===== config.mk =====
export PLATFORM = sky130hd
export DESIGN_NAME = exec_monitor
export DESIGN_NICKNAME = d
export VERILOG_FILES = /design/src/rtl/tk1_mmio_pkg.sv /design/src/rtl/exec_monitor_range_cmp.sv /design/src/rtl/exec_monitor.sv
export SDC_FILE = /design/constraint.sdc
export NUM_CORES = 1
export LEC_CHECK = 0
export BUFFER_PORTS_ARGS = -buffer_cell sky130_fd_sc_hd__buf_2
export CAP_MARGIN = 30
export CORE_UTILIZATION = 40
export DETAILED_ROUTE_END_ITERATION = 6
export GPL_ROUTABILITY_DRIVEN = 1
export HOLD_SLACK_MARGIN = 0.05
export SKIP_CTS_REPAIR_TIMING = 1
export SLEW_MARGIN = 20
export SYNTH_ARGS = -nofsm -noshare
export SYNTH_HDL_FRONTEND = slang
export SYNTH_HIERARCHICAL = 1
export SYNTH_SLANG_ARGS = --single-unit

===== constraint.sdc =====
create_clock -name clk -period 6.1 [get_ports clk]
set_input_delay 0.305 -clock clk [delete_from_list [all_inputs] [get_ports clk]]
set_output_delay 0.305 -clock clk [all_outputs]
set_load 0.03 [all_outputs]

===== src/rtl/tk1_mmio_pkg.sv =====
// Shared MMIO register map, monitor state encodings and the illegal-instruction constant.
package tk1_mmio_pkg;

  localparam int unsigned MMIO_ADDR_W = 8;
  localparam int unsigned MMIO_DATA_W = 32;

  localparam logic [MMIO_ADDR_W-1:0] ADDR_VERSION   = 8'h00;
  localparam logic [MMIO_ADDR_W-1:0] ADDR_CTRL      = 8'h08;
  localparam logic [MMIO_ADDR_W-1:0] ADDR_STATUS    = 8'h09;
  localparam logic [MMIO_ADDR_W-1:0] ADDR_FIRST     = 8'h10;
  localparam logic [MMIO_ADDR_W-1:0] ADDR_LAST      = 8'h11;
  localparam logic [MMIO_ADDR_W-1:0] ADDR_HIT_ADDR  = 8'h12;
  localparam logic [MMIO_ADDR_W-1:0] ADDR_HIT_COUNT = 8'h13;

  typedef enum logic [1:0] {
    ST_IDLE    = 2'h0,
    ST_ARMED   = 2'h1,
    ST_TRAPPED = 2'h2
  } mon_state_e;

  // Word the CPU mux substitutes for a trapped access.
  localparam logic [MMIO_DATA_W-1:0] ILLEGAL_INSTRUCTION = 32'h0;

endpackage


===== src/rtl/exec_monitor_range_cmp.sv =====
// Inclusive unsigned window compare; an inverted window (first > last) never matches.
module exec_monitor_range_cmp
  import tk1_mmio_pkg::*;
(
  input  logic [MMIO_DATA_W-1:0] addr,
  input  logic [MMIO_DATA_W-1:0] first,
  input  logic [MMIO_DATA_W-1:0] last,
  output logic                   in_window_c
);

  assign in_window_c = (addr >= first) && (addr <= last);

endmodule


===== src/rtl/exec_monitor.sv =====
// Execution-protection monitor: traps CPU accesses into a lockable address window.
// Define EXEC_MONITOR_DATA_EN to trap data accesses in the window as well as fetches.
module exec_monitor
  import tk1_mmio_pkg::*;
#(
  parameter logic [31:0] VERSION = 32'h0000_0001,
  parameter int unsigned COUNT_W = 16
) (
  input  logic        clk,
  input  logic        reset_n,
  input  logic        cpu_valid,
  input  logic        cpu_instr,
  input  logic [31:0] cpu_addr,
  output logic        force_trap,
  input  logic        cs,
  input  logic        we,
  input  logic [7:0]  address,
  input  logic [31:0] write_data,
  output logic [31:0] read_data,
  output logic        ready
);

`ifdef EXEC_MONITOR_DATA_EN
  localparam logic DATA_EN = 1'b1;
`else
  localparam logic DATA_EN = 1'b0;
`endif

  mon_state_e         state;
  mon_state_e         state_next;
  logic [31:0]        first_addr;
  logic [31:0]        last_addr;
  logic [31:0]        hit_addr;
  logic [COUNT_W-1:0] hit_count;
  logic               cpu_valid_prev;

  logic               in_window_c;
  logic               access_match_c;
  logic               hit_c;
  logic               new_req_c;
  logic               wr_c;
  logic               arm_wr_c;
  logic [31:0]        rdata_c;

  exec_monitor_range_cmp u_range_cmp (
    .addr        (cpu_addr),
    .first       (first_addr),
    .last        (last_addr),
    .in_window_c (in_window_c)
  );

`ifdef EXEC_MONITOR_DATA_EN
  assign access_match_c = cpu_valid;
`else
  assign access_match_c = cpu_valid & cpu_instr;
`endif

  assign hit_c     = access_match_c & in_window_c;
  assign new_req_c = cpu_valid & ~cpu_valid_prev;
  assign wr_c      = cs & we;
  assign arm_wr_c  = wr_c & (address == ADDR_CTRL) & write_data[0];

  // Gated by reset_n so the trap drops within the reset cycle itself.
  assign force_trap = reset_n &
                      ((state == ST_TRAPPED) | ((state == ST_ARMED) & hit_c));

  always_ff @(posedge clk) begin
    if (!reset_n) begin
      state <= ST_IDLE;
    end else begin
      state <= state_next;
    end
  end

  always_comb begin
    state_next = state;
    unique case (state)
      ST_IDLE:    if (arm_wr_c) state_next = ST_ARMED;
      ST_ARMED:   if (hit_c) state_next = ST_TRAPPED;
      ST_TRAPPED: state_next = ST_TRAPPED;
      default:    state_next = ST_IDLE;
    endcase
  end

  // Window is only configurable before arming.
  always_ff @(posedge clk) begin
    if (!reset_n) begin
      first_addr <= '0;
      last_addr  <= '0;
    end else if ((state == ST_IDLE) && wr_c) begin
      if (address == ADDR_FIRST) first_addr <= write_data;
      if (address == ADDR_LAST)  last_addr  <= write_data;
    end
  end

  always_ff @(posedge clk) begin
    if (!reset_n) begin
      hit_addr       <= '0;
      hit_count      <= '0;
      cpu_valid_prev <= 1'b0;
    end else begin
      cpu_valid_prev <= cpu_valid;
      if ((state == ST_ARMED) && hit_c) begin
        hit_addr <= cpu_addr;
      end
      // One count per new violating request, saturating.
      if ((state != ST_IDLE) && hit_c && new_req_c && (hit_count != '1)) begin
        hit_count <= hit_count + COUNT_W'(1);
      end
    end
  end

  always_comb begin
    rdata_c = '0;
    unique case (address)
      ADDR_VERSION:   rdata_c = VERSION;
      ADDR_STATUS:    rdata_c = {29'h0, DATA_EN, (state == ST_TRAPPED),
                                 (state != ST_IDLE)};
      ADDR_FIRST:     rdata_c = first_addr;
      ADDR_LAST:      rdata_c = last_addr;
      ADDR_HIT_ADDR:  rdata_c = hit_addr;
      ADDR_HIT_COUNT: rdata_c = 32'(hit_count);
      default:        rdata_c = '0;
    endcase
  end

  always_ff @(posedge clk) begin
    if (!reset_n) begin
      ready     <= 1'b0;
      read_data <= '0;
    end else begin
      ready     <= cs;
      read_data <= (cs && !we) ? rdata_c : '0;
    end
  end

endmodule


==> metrics.csv <==
metric,value,unit
status,completed,
drcViolationCount,0,
ys_ff_latch,148,
ys.flop_type,dfxtp_1,
initial_core_util,41.5,%
grtUsageTotal,21.8,%
criticalPathCategory,reg -> out,
fin_crit_sh,65.4,%
vias,6547,
dp_cells,1201,
peakVddDrop,0.166,mV
crit_top_cell,nor2_1,
cts.sinks,148,
crit_chain,inv_1 > ha_1 > nand4_1 > or4_4 > nor3_2 > a31oi_1 > a311oi_1 > and3_1 > and2_1 > nor2_1 > nor2_1 > buf_2,
ys_types,59,
relSlewSlack,35.8,%
synth.yosys.seq_area_share,39.1,%
cts_root_buffer,clkbuf_16,
layout.nets,1139,
cts_tree,built,
port_buffers,111,
cts_buffer_depth,2,
drive_gt1_share,17.8,%
arrival,3680,ps
avgRoutedWirePerCell,16.5,um
slowest_delay,610,ps
netlist_instances,904,
design.core.area,0.0183,mm^2
ios,112,
leakage,3.46,nW
synth_area_leader_cell,dfxtp_1,
worst_slew_pin_slew,959,ps
synth-async-reset-ratio,0,%
via_per_inst,5.31,
layout_commonest_cell,dfxtp_1,
avgSynthCellArea,8.38,um^2
ys_warn_count,6,
critPathLaunchType,flip-flop,
wl,20300,um
instances_no_fill,1233,
htree_levels,4,
synth_edf_count,0,
skew,8.12,ps
setup_viol_count_final,0,
drv_cap,0,
synth_nets,1051,
crit_fanout,17,
finalPower,2.18,mW
synth_top_cell_area_share,39.1,%
grt_pass1_wl,33200,um
ant_nets,0,
clkLatencyLatePin,420,ps
grt_pass1_vias,6416,
first_pass_iters,5,
antenna_cells,0,
clk_pin_slew,60,ps
die_h,140,um
grt_max_degree,85,
final_cell_mix,"148 x dfxtp_1, 130 x nand2_1, 110 x buf_2",
tns,0,ps
syn_to_final_growth,17.3,%
slew_violations,0,
finalCriticalPeriod,3990,ps
hp-class,in -> reg,
fmax,0.251,GHz
antenna_found_initial,0,
critPathRequiredTime,5790,ps
fp.dieW,140,um
rows,49,
worst_setup_path_end_kind,output pin,
hold_violations,0,
power.density,245,mW/mm^2
dieArea,0.0195,mm^2
drtIter0Drc,329,
rsz0062_at_grt,false,
gp_congestion,0.805,
syn_area,0.00758,mm^2
synth.area.top_cells,"dfxtp_1 39%, ha_1 11%, nand2_1 6.5%",
grt_overflow,0,
cpMaxStageDelayCell,and2_1,
cts_buffers,17,
hpwl,13700,um
[layout make-up]
| cell class | count | area, um^2 |
|---|---|---|
| clock buffer | 21 | 460 |
| timing repair buffer | 121 | 641 |
| multi-input combinational | 634 | 4150 |
| fill | 1794 | 9380 |
| sequential | 148 | 2960 |
| inverter | 70 | 263 |
| clock inverter | 10 | 131 |
| tap | 229 | 287 |
[registers in the layout, summed over array words and instances, names as in the netlist]
signal,count
ready,1
cpu_valid_prev,1
last_addr,32
first_addr,32
hit_count,16
hit_addr,32
read_data,32
state,2
[final timing paths]
path	slack, ps	endpoint	depth (start not counted)	from
setup / recovery	2110	force_trap	12	last_addr[27]
hold / removal	120	ready	2	cs
hold reg to reg	450	hit_addr[4]	2	hit_addr[4]
setup reg to reg	2500	hit_count[14]	11	last_addr[27]
[power breakdown]
part / switching [mW] / internal, mW / total [mW]
combinational: 0.0947 / 0.0592 / 0.154
clock: 0.401 / 0.659 / 1.06
sequential: 0.000678 / 0.968 / 0.969
[through the flow]
stage	utilization, %	setup slack (ps)	cell area [um^2]	hold slack [ps]
after floorplan	-	2770	7580	427
after global placement	45.3	2510	8280	439
after detailed placement	45.3	2500	8280	446
after CTS	48.6	2080	8880	113
after global routing	48.7	1800	8890	121
final	48.7	2110	8890	122
[metal layers]
metal	part of all wire [%]	GRT usage, %	up-vias
li1	-	-	3343
met1	49	29.4	3016
met2	44	34.9	157
met3	3.9	3.48	31
met4	2.7	8.85	0
met5	0	0	-
[worst max-delay path, delay by kind of cell, from the launching register on]
family,cells,cell delay (ps)
buffers and inverters,2,270
adder cells (fa/ha/maj),1,310
flip-flops,1,360
AO/OA/AOI/OAI,2,420
AND/OR/NAND/NOR,7,1900
[cells in the mapped netlist (7+ instances only)]
cell,n
nand2_1,131
o21ai_0,81
clkbuf_1,30
or4_1,7
dfxtp_1,148
nand4_1,16
buf_1,13
ha_1,69
a21oi_1,82
buf_2,8
inv_1,69
nor2_1,47
nand3_1,73
mux2i_1,21
mux4_2,13
and3_1,16
[cells by family (layout without fill, tap and decap cells)]
| family | after synthesis | after routing | synth area share, % |
|---|---|---|---|
| fa+ha+maj | 69 | 69 | 11.4 |
| flops | 148 | 148 | 39.1 |
| simple gates | 333 | 333 | 21.5 |
| mux | 37 | 37 | 7.48 |
| buf+inv | 122 | 222 | 6.31 |
| compound gates | 195 | 195 | 14.2 |
Note: power is estimated with default switching activity, not from simulation.
